**config.mk**
```make
export PLATFORM = sky130hd
export DESIGN_NAME = inst_encoder
export DESIGN_NICKNAME = d
export VERILOG_FILES = /design/src/rtl/inst_encoder_pkg.sv /design/src/rtl/inst_encoder_pack.sv /design/src/rtl/inst_encoder.sv
export SDC_FILE = /design/constraint.sdc
export NUM_CORES = 1
export LEC_CHECK = 0
export ABC_CLOCK_PERIOD_IN_PS = 1400
export BUFFER_PORTS_ARGS = -buffer_cell sky130_fd_sc_hd__buf_2
export CORE_UTILIZATION = 43
export DETAILED_ROUTE_END_ITERATION = 16
export PLACE_DENSITY = 0.81
export RECOVER_POWER = 50
export SLEW_MARGIN = 20
export SYNTH_ARGS = -nofsm -noshare
export SYNTH_HDL_FRONTEND = slang
export SYNTH_HIERARCHICAL = 1
export SYNTH_SLANG_ARGS = --single-unit
```
**constraint.sdc**
```tcl
create_clock -name clk -period 1.4 [get_ports clk]
set_input_delay 0.07 -clock clk [delete_from_list [all_inputs] [get_ports clk]]
set_output_delay 0.07 -clock clk [all_outputs]
set_load 0.05 [all_outputs]
```
**src/rtl/inst_encoder_pkg.sv**
```systemverilog
// Shared RV32I encode/decode constants and the field-tuple payload type.
package inst_encoder_pkg;

  localparam int unsigned INST_W   = 32;
  localparam int unsigned FMT_W    = 3;
  localparam int unsigned OPCODE_W = 7;
  localparam int unsigned REG_W    = 5;
  localparam int unsigned FUNCT3_W = 3;
  localparam int unsigned FUNCT7_W = 7;

  localparam logic [FMT_W-1:0] FMT_R = 3'd0;
  localparam logic [FMT_W-1:0] FMT_I = 3'd1;
  localparam logic [FMT_W-1:0] FMT_S = 3'd2;
  localparam logic [FMT_W-1:0] FMT_B = 3'd3;
  localparam logic [FMT_W-1:0] FMT_U = 3'd4;
  localparam logic [FMT_W-1:0] FMT_J = 3'd5;

  localparam logic [OPCODE_W-1:0] OP     = 7'h33;
  localparam logic [OPCODE_W-1:0] OP_IMM = 7'h13;
  localparam logic [OPCODE_W-1:0] LUI    = 7'h37;
  localparam logic [OPCODE_W-1:0] STORE  = 7'h23;
  localparam logic [OPCODE_W-1:0] BRANCH = 7'h63;
  localparam logic [OPCODE_W-1:0] JAL    = 7'h6f;

  typedef struct packed {
    logic [FMT_W-1:0]    fmt;
    logic [OPCODE_W-1:0] opcode;
    logic [REG_W-1:0]    rd;
    logic [FUNCT3_W-1:0] funct3;
    logic [REG_W-1:0]    rs1;
    logic [REG_W-1:0]    rs2;
    logic [FUNCT7_W-1:0] funct7;
    logic [INST_W-1:0]   imm;
  } inst_fields_t;

endpackage

```
**src/rtl/inst_encoder_pack.sv**
```systemverilog
// Combinational fields-to-word packer; flags format codes with no RV32I layout.
module inst_pack
  import inst_encoder_pkg::*;
(
  input  inst_fields_t        fields,
  output logic [INST_W-1:0]   word_c,
  output logic                illegal_c
);

  // Immediate bit scrambling mirrors the decode stage exactly; imm[0] is implicit for B/J.
  always_comb begin
    word_c    = '0;
    illegal_c = 1'b0;
    case (fields.fmt)
      FMT_R: word_c = {fields.funct7, fields.rs2, fields.rs1, fields.funct3,
                       fields.rd, fields.opcode};
      FMT_I: word_c = {fields.imm[11:0], fields.rs1, fields.funct3,
                       fields.rd, fields.opcode};
      FMT_S: word_c = {fields.imm[11:5], fields.rs2, fields.rs1, fields.funct3,
                       fields.imm[4:0], fields.opcode};
      FMT_B: word_c = {fields.imm[12], fields.imm[10:5], fields.rs2, fields.rs1,
                       fields.funct3, fields.imm[4:1], fields.imm[11], fields.opcode};
      FMT_U: word_c = {fields.imm[31:12], fields.rd, fields.opcode};
      FMT_J: word_c = {fields.imm[20], fields.imm[10:1], fields.imm[11],
                       fields.imm[19:12], fields.rd, fields.opcode};
      default: illegal_c = 1'b1;
    endcase
  end

endmodule

```
**src/rtl/inst_encoder.sv**
```systemverilog
// Program loader: encodes RV32I field tuples and streams them into instruction memory.
module inst_encoder
  import inst_encoder_pkg::*;
#(
  parameter int unsigned ADDR_W     = 6,
  parameter int unsigned RESET_ADDR = 0
) (
  input  logic                clk,
  input  logic                rst_n,
  input  logic                clear,
  input  logic                in_valid,
  output logic                in_ready,
  input  logic [FMT_W-1:0]    fmt,
  input  logic [OPCODE_W-1:0] opcode,
  input  logic [REG_W-1:0]    rd,
  input  logic [FUNCT3_W-1:0] funct3,
  input  logic [REG_W-1:0]    rs1,
  input  logic [REG_W-1:0]    rs2,
  input  logic [FUNCT7_W-1:0] funct7,
  input  logic [INST_W-1:0]   imm,
  output logic                mem_we,
  input  logic                mem_ready,
  output logic [ADDR_W-1:0]   mem_addr,
  output logic [INST_W-1:0]   mem_wdata,
  output logic [ADDR_W:0]     count,
  output logic                full,
  output logic                err
);

  localparam int unsigned       CNT_W      = ADDR_W + 1;
  localparam logic [ADDR_W-1:0] START_ADDR = ADDR_W'(RESET_ADDR);
  localparam logic [CNT_W-1:0]  CAPACITY   = CNT_W'(1) << ADDR_W;

  inst_fields_t        fields_c;
  logic [INST_W-1:0]   word_c;
  logic                illegal_c;
  logic                accept_c;
  logic                wr_done_c;

  logic                mem_we_nxt;
  logic [ADDR_W-1:0]   mem_addr_nxt;
  logic [INST_W-1:0]   mem_wdata_nxt;
  logic [CNT_W-1:0]    count_nxt;
  logic                full_nxt;
  logic                err_nxt;

  assign fields_c = '{fmt: fmt, opcode: opcode, rd: rd, funct3: funct3,
                      rs1: rs1, rs2: rs2, funct7: funct7, imm: imm};

  inst_pack u_pack (
    .fields    (fields_c),
    .word_c    (word_c),
    .illegal_c (illegal_c)
  );

  // Pending word may be replaced in the same cycle it drains, giving 1 word/cycle.
  assign in_ready  = !full && !clear && (!mem_we || mem_ready);
  assign accept_c  = in_valid && in_ready;
  assign wr_done_c = mem_we && mem_ready;

  always_comb begin
    mem_we_nxt    = mem_we;
    mem_addr_nxt  = mem_addr;
    mem_wdata_nxt = mem_wdata;
    count_nxt     = count;
    full_nxt      = full;
    err_nxt       = err;
    if (clear) begin
      mem_we_nxt   = 1'b0;
      mem_addr_nxt = START_ADDR;
      count_nxt    = '0;
      full_nxt     = 1'b0;
    end else begin
      if (wr_done_c) begin
        mem_we_nxt   = 1'b0;
        mem_addr_nxt = mem_addr + ADDR_W'(1);
        count_nxt    = count + CNT_W'(1);
        full_nxt     = (count + CNT_W'(1)) == CAPACITY;
      end
      if (accept_c) begin
        if (illegal_c) begin
          err_nxt = 1'b1;
        end else begin
          mem_we_nxt    = 1'b1;
          mem_wdata_nxt = word_c;
        end
      end
    end
  end

  always_ff @(posedge clk or negedge rst_n) begin
    if (!rst_n) begin
      mem_we    <= 1'b0;
      mem_addr  <= START_ADDR;
      mem_wdata <= '0;
      count     <= '0;
      full      <= 1'b0;
      err       <= 1'b0;
    end else begin
      mem_we    <= mem_we_nxt;
      mem_addr  <= mem_addr_nxt;
      mem_wdata <= mem_wdata_nxt;
      count     <= count_nxt;
      full      <= full_nxt;
      err       <= err_nxt;
    end
  end

endmodule
```
==> summary.txt, run 1 <==
Outcome
  – Status: complete, but fails checks
  – Failing checks: setup timing

Finish
  – N_diodes: 0
  – Final Non-Filler Cells: 443
  – Fin nets: 442
  – Area Growth Syn to Fin: 33.3%
  – Fin util: 60.4%
  – Filler cells: 505
  – Share of layout cells above drive strength 1: 53.3%

Clocking
  – Htree depth: 2
  – Clk slew on worst S/H paths: 0.09 ns
  – TritonCTS Buffers: 5
  – Worst-skew pair later-pin latency: 0.30 ns
  – CTS sink cnt: 48
  – CTS tree: yes
  – Longest Clk Path Bufs: 2
  – Root Buffer: clkbuf_8

Power
  – Power Density: 1210 nW/um^2
  – PnR Total Power: 4380 uW
  – Leak pwr: 0.00192 uW
  – NetSw: 1680 uW
  – Flop pwr share: 39.2%
  – Sw Ratio: 38.3%
  – Clock share of power: 22.7%
  – P_int: 2710 uW
  – Peak supply drop: 0.000662 V
  – Combinational Power Share: 38.2%

Place
  – Hpwl dp: 4830 um
  – GP Congestion: 0.713
  – Dpl cells: 432
  – Buffers added on ports: 120

Die
  – Number of I/O pins: 121
  – Die height: 81.4 um
  – Initial Utilization: 45.3%
  – Die area: 6630 sq um
  – Core footprint: 5990 sq um
  – Die W: 81.4 um
  – Row Count: 28

Min path
  – Worst hold path endpoint: err
  – Min-Delay Path Depth: 2
  – Hold Path Class: primary input to flip-flop
  – HP Start: in_valid

Logic synthesis
  – Area contributors post-synth: dfrtp_1 44%, mux2_4 17%, a22oi_1 4.4%, nand2_1 2.9%, xor2_1 2.9%
  – Number of synthesized flops with an enable pin: 0
  – Syn Area/Cell: 11.6 sq um
  – Gate Count Post-Synth: 234
  – Register area share after synthesis: 44.3%
  – Number of synthesis warnings: 6
  – #FFs+latches synth: 48
  – Netlist Area Pre-Place: 2710 sq um
  – Synth cell count leaders: 48 x dfrtp_1, 30 x mux2_4, 21 x nand2_1
  – Post-synth cell types: 41
  – Most common cell in the netlist: dfrtp_1
  – Ys flop type: dfrtp_1
  – Post-synth top area share: 44.3%
  – Area leader, netlist: dfrtp_1
  – Share of flip-flops with an asynchronous set or reset: 100%
  – Post-Synthesis Net Count: 309

Global route
  – Largest net degree at the start of global routing: 49
  – Vias in the first global route: 2206
  – Global-route wire length before repair: 10200 um
  – Grt peak-use layer: met2
  – Met3 usage: 6.00%
  – GR Util met2: 33.0%
  – Initial antenna violation count: 0
  – GRT Overall Usage: 20.2%
  – Met1 GRT Util: 26.1%
  – Gr ovfl total: 0

Routing
  – Total Wirelength: 6400 um
  – Drc violations: 0
  – Antenna Violating Nets Remaining: 0
  – Routed vias/inst: 5.15
  – Routed len/inst: 14.5 um
  – 1st-iter DRT viols: 84
  – Vias: 2282
  – TritonRoute pass-1 iters: 4

Timing
  – Pin slew with the least headroom to its limit: 0.710 ns
  – Rel. slew slack: 52.6%
  – TNS Setup: -3.17 ns
  – Tmin final: 1.52 ns
  – Worst clock skew: 0.00559 ns
  – Tcrit/Tclk final: 108%
  – Setup WS post-layout: -0.118 ns
  – Setup violators final: 33
  – RSZ-0062 raised after global routing: yes
  – Fin. Hold Viols: 0
  – Fmax: 659 MHz
  – Final Slew Violations: 0

Worst setup path
  – CP endpoint kind: flip-flop
  – Slowest stage cell, crit path: dfrtp_2
  – R2R depth: 5
  – Max FO, Critical Path: 17
  – Reg2reg start: mem_we
  – Setup CP Type: flip-flop to flip-flop
  – Arr. time, crit path: 1.70 ns
  – Crit start category: flip-flop
  – CP Buf/Inv Count: 1
  – Worst EP required: 1.59 ns
  – Crit path cell chain: nand2b_1, nor3b_4, nand3b_4, buf_12, mux2_4
  – Worst R2R Setup Slack: -0.12 ns
  – Crit path largest cell delay: 0.41 ns
  – Cell family with most CP delay: simple AND/OR/NAND/NOR gates
  – RR Endpoint: mem_wdata[27]

Job
  – Max cap viols: 0
[cell type report]
type                            count  area, sq um  share of cell area, %
Multi-Input combinational cell    162         1380                   38.2
Tap cell                           75         93.8                   2.59
Sequential cell                    48         1210                   33.5
Clock buffer                        5         68.8                   1.90
Clock inverter                      3         42.5                   1.18
Inverter                           10         37.5                   1.04
Timing Repair Buffer              140          782                   21.6
[layer usage]
layer  vias up  routed length (um)  part of all wire, %
li1       1096                   -                    -
met5         -                   0                    0
met1      1097                2910                   45
met3         7                 357                  5.6
met2        82                3080                   48
met4         0                  56                 0.87
[layout by cell type (no fill, tap or decap), types with 7 or more instances in the layout]
| cell type | netlist | routed |
|---|---|---|
| a22oi_1 | 16 | 16 |
| and2_1 | 8 | 7 |
| buf_2 | 5 | 114 |
| buf_4 | 1 | 16 |
| dfrtp_1 | 48 | 39 |
| dfrtp_2 | 0 | 9 |
| inv_1 | 10 | 10 |
| mux2_4 | 30 | 30 |
| nand2_1 | 21 | 21 |
| nor2_1 | 13 | 13 |
| o21ai_0 | 8 | 8 |
| o22ai_1 | 7 | 7 |
| xor2_1 | 9 | 9 |
[sequential cells by signal, summed over array words and instances, names as in the netlist]
signal and flops:
err 1, mem_addr 6, full 1, mem_wdata 32, mem_we 1, count 7
[worst max path at each step]
stage / end / depth (start not counted) / startpoint / slack [ns]
detailed placement: mem_wdata[27] / 5 / mem_we / -0.08
finish: mem_wdata[27] / 5 / mem_we / -0.12
CTS: mem_wdata[27] / 5 / mem_we / -0.1
floorplan: mem_wdata[10] / 5 / mem_we / -0.60
global placement: mem_wdata[19] / 5 / mem_we / -0.05
global route: mem_wdata[27] / 5 / mem_we / -0.18
[logic make-up after synthesis]
group	share of synthesized area, %
buffers and inverters	5.58
adder cells (fa/ha/maj)	1.38
AO/OA/AOI/OAI	13.2
flip-flops	44.3
AND/OR/NAND/NOR	12.2
multiplexers	19.8
XOR/XNOR	3.55
[per-stage QoR]
step | instance area (sq um) | hold WS, ns | worst slack, ns
2_1_floorplan | 2740 | -0.226 | -0.598
3_3_place_gp | 3480 | 0.0773 | -0.0487
3_5_place_dp | 3480 | 0.0760 | -0.0803
4_1_cts | 3610 | 0.0517 | -0.0980
5_1_grt | 3620 | 0.0423 | -0.184
6_report | 3620 | 0.0632 | -0.118
[what timing repair did]
action                     CTS  global route
pin swaps                    0             1
hold endpoints to repair    48             0
hold buffers                 1             0
setup endpoints to repair   33            34
buffers inserted             0             2
resized for setup            0             5
[power groups by stage]
stage | Clock [uW] | Sequential (uW) | Combinational (uW)
after floorplan | 0 | 2450 | 513
after global placement | 0 | 1740 | 1660
after detailed placement | 0 | 1740 | 1690
after CTS | 1020 | 1720 | 1690
after global routing | 1090 | 1740 | 1770
final | 993 | 1720 | 1670
No activity file was read; power rests on OpenSTA's default activity.
==> run 2: changes to the inputs <==
--- a/config.mk
+++ b/config.mk
@@ -13,2 +13,3 @@
 export RECOVER_POWER = 50
+export SKIP_CTS_REPAIR_TIMING = 1
 export SLEW_MARGIN = 20
--- a/constraint.sdc
+++ b/constraint.sdc
@@ -3,2 +3,2 @@
 set_output_delay 0.07 -clock clk [all_outputs]
-set_load 0.05 [all_outputs]
+set_load 0.005 [all_outputs]
==> summary.txt, run 2 (synthesis gave the netlist of run 1 again) <==
Global route
  – Met1 GRT Util: 26.2% (was 26.1%)
  – Met3 usage: 5.22% (was 6.00%)
  – GR Util met2: 37.0% (was 33.0%)
  – GRT Overall Usage: 21.3% (was 20.2%)
  – Global-route wire length before repair: 10600 um (was 10200 um)
  – Largest net degree at the start of global routing: 30 (was 49)
  – Vias in the first global route: 2270 (was 2206)
  – Grt peak-use layer: met2 (unchanged)
  – Initial antenna violation count: 0 (unchanged)
  – Gr ovfl total: 0 (unchanged)

Place
  – Hpwl dp: 5210 um (was 4830 um)
  – GP Congestion: 0.724 (was 0.713)
  – Post-Place Setup Slack: -0.0758 ns (was -0.0803 ns)
  – Dpl cells: 436 (was 432)
  – Buffers added on ports: 120 (unchanged)

Worst setup path
  – Slowest stage cell, crit path: dfrtp_1 (was dfrtp_2)
  – Crit path cell chain: nand2b_1, nor3b_4, nand3b_4, buf_12, mux2_4 (unchanged)
  – CP endpoint kind: flip-flop (unchanged)
  – Worst EP required: 1.58 ns (was 1.59 ns)
  – Arr. time, crit path: 1.64 ns (was 1.70 ns)
  – Crit path largest cell delay: 0.39 ns (was 0.41 ns)
  – Crit start category: flip-flop (unchanged)
  – Max FO, Critical Path: 17 (unchanged)
  – Setup CP Type: flip-flop to flip-flop (unchanged)

Timing
  – Fmax: 685 MHz (was 659 MHz)
  – Tcrit/Tclk final: 104% (was 108%)
  – Worst clock skew: 0.00575 ns (was 0.00559 ns)
  – Fin. Hold Viols: 0 (unchanged)
  – RSZ-0062 raised after global routing: yes (unchanged)
  – Rel. slew slack: 49.0% (was 52.6%)
  – Pin slew with the least headroom to its limit: 0.763 ns (was 0.710 ns)
  – Setup violators final: 32 (was 33)
  – Tmin final: 1.46 ns (was 1.52 ns)
  – Setup WS post-layout: -0.0609 ns (was -0.118 ns)
  – Final Slew Violations: 0 (unchanged)

Clocking
  – Root Buffer: clkbuf_8 (unchanged)
  – CTS tree: yes (unchanged)
  – Htree depth: 2 (unchanged)
  – TritonCTS Buffers: 5 (unchanged)
  – CTS sink cnt: 48 (unchanged)
  – Worst-skew pair later-pin latency: 0.30 ns (about the same)
  – Longest Clk Path Bufs: 2 (unchanged)
  – Clk slew on worst S/H paths: 0.09 ns (about the same)

Outcome
  – Failing checks: setup timing (unchanged)
  – Status: complete, but fails checks (unchanged)

Die
  – Row Count: 28 (unchanged)
  – Die area: 6630 sq um (unchanged)
  – Initial Utilization: 45.3% (unchanged)
  – Core footprint: 5990 sq um (unchanged)
  – Die W: 81.4 um (unchanged)
  – Die height: 81.4 um (unchanged)
  – Number of I/O pins: 121 (unchanged)

Finish
  – Max FFs per register: 32 (unchanged)
  – Top flop regs: mem_wdata x32, count x7, mem_addr x6 (unchanged)
  – N_diodes: 0 (unchanged)
  – Final Non-Filler Cells: 446 (was 443)
  – Filler cells: 513 (was 505)
  – Most common cell after layout, fill and taps aside: buf_2 (unchanged)
  – Commonest cells after routing, fill and taps aside: 117 x buf_2, 48 x dfrtp_1, 30 x mux2_4, 21 x nand2_1, 18 x buf_4 (was 114 x buf_2, 39 x dfrtp_1, 30 x mux2_4, 21 x nand2_1)
  – Share of layout cells above drive strength 1: 52.0% (was 53.3%)
  – Fin nets: 445 (was 442)
  – Area Growth Syn to Fin: 33.9% (was 33.3%)
  – Biggest register: mem_wdata (unchanged)

Routing
  – Drc violations: 0 (unchanged)
  – Vias: 2293 (was 2282)
  – Antenna Violating Nets Remaining: 0 (unchanged)
  – Routed vias/inst: 5.14 (was 5.15)
  – TritonRoute pass-1 iters: 6 (was 4)
  – Total Wirelength: 6730 um (was 6400 um)
  – 1st-iter DRT viols: 112 (was 84)
  – Routed len/inst: 15.1 um (was 14.5 um)

Power
  – Power Density: 1030 nW/um^2 (was 1210 nW/um^2)
  – Leak pwr: 0.00197 uW (was 0.00192 uW)
  – Peak supply drop: 0.000726 V (was 0.000662 V)

Min path
  – Hold Path Class: primary input to flip-flop (unchanged)

Job
  – Max cap viols: 0 (unchanged)
==> run 2: changes by cell type in the layout (fill, tap and decap cells not counted), moves of 2 or more <==
cell,previous run,this run
dfrtp_1,39,48
clkbuf_1,5,1
buf_2,114,117
dfrtp_2,9,0
buf_6,0,2
buf_4,16,18
and2_1,7,9
==> run 2: stage by stage <==
| stage | util, % | power [uW] | setup TNS (ns) | hold slack (ns) | instance area (sq um) |
|---|---|---|---|---|---|
| 3_5_place_dp | 58.2 | 2710 | -0.934 | 0.0598 | 3490 |
| 3_3_place_gp | 58.2 | 2670 | -0.0578 | 0.0482 | 3490 |
| 2_1_floorplan | - | 2240 | -1.92 | -0.226 | 2710 |
| 4_1_cts | 60.3 | 3770 | -1.31 | -0.266 | 3610 |
| 6_report | 60.7 | 3730 | -1.41 | 0.0713 | 3630 |
| 5_1_grt | 60.7 | 3960 | -3.98 | 0.0621 | 3630 |
==> run 2: worst paths after layout <==
check / to / cells after the start / startpoint / slack, ns
worst max-delay path: mem_wdata[12] / 5 / mem_we / -0.06
worst min-delay path: err / 2 / in_valid / 0.07
worst max register to register: mem_wdata[12] / 5 / mem_we / -0.06
worst min register to register: err / 1 / err / 0.50
max in group asynchronous: mem_wdata[7] / 3 / rst_n / 0.29
min in group asynchronous: count[4] / 2 / rst_n / 0.27
==> run 2: cell type report <==
class                      instances  area [sq um]  share of cell area (%)
clock inverter                     2          38.8                    1.07
inverter                          10          37.5                    1.03
sequential                        48          1200                    33.1
tap                               75          93.8                    2.58
timing repair buffer             143           810                    22.3
multi-input combinational        162          1370                    37.7
clock buffer                       6          82.6                    2.27
==> run 2: critical path: cells and delay by family (launching register included) <==
| kind | cells | cell delay (ns) |
|---|---|---|
| AND/OR/NAND/NOR | 3 | 0.47 |
| flip-flops | 1 | 0.39 |
| multiplexers | 1 | 0.30 |
| buffers and inverters | 1 | 0.18 |
==> run 2: power breakdown <==
group | switching (uW) | internal, uW | total [uW]
combinational | 377 | 595 | 972
sequential | 121 | 1590 | 1710
clock | 463 | 584 | 1050
==> run 2: per-layer routing <==
metal | vias up | share of wire (%)
met4 | 0 | 1.0
met2 | 82 | 51
met5 | - | 0
met3 | 8 | 5.7
li1 | 1102 | -
met1 | 1101 | 42
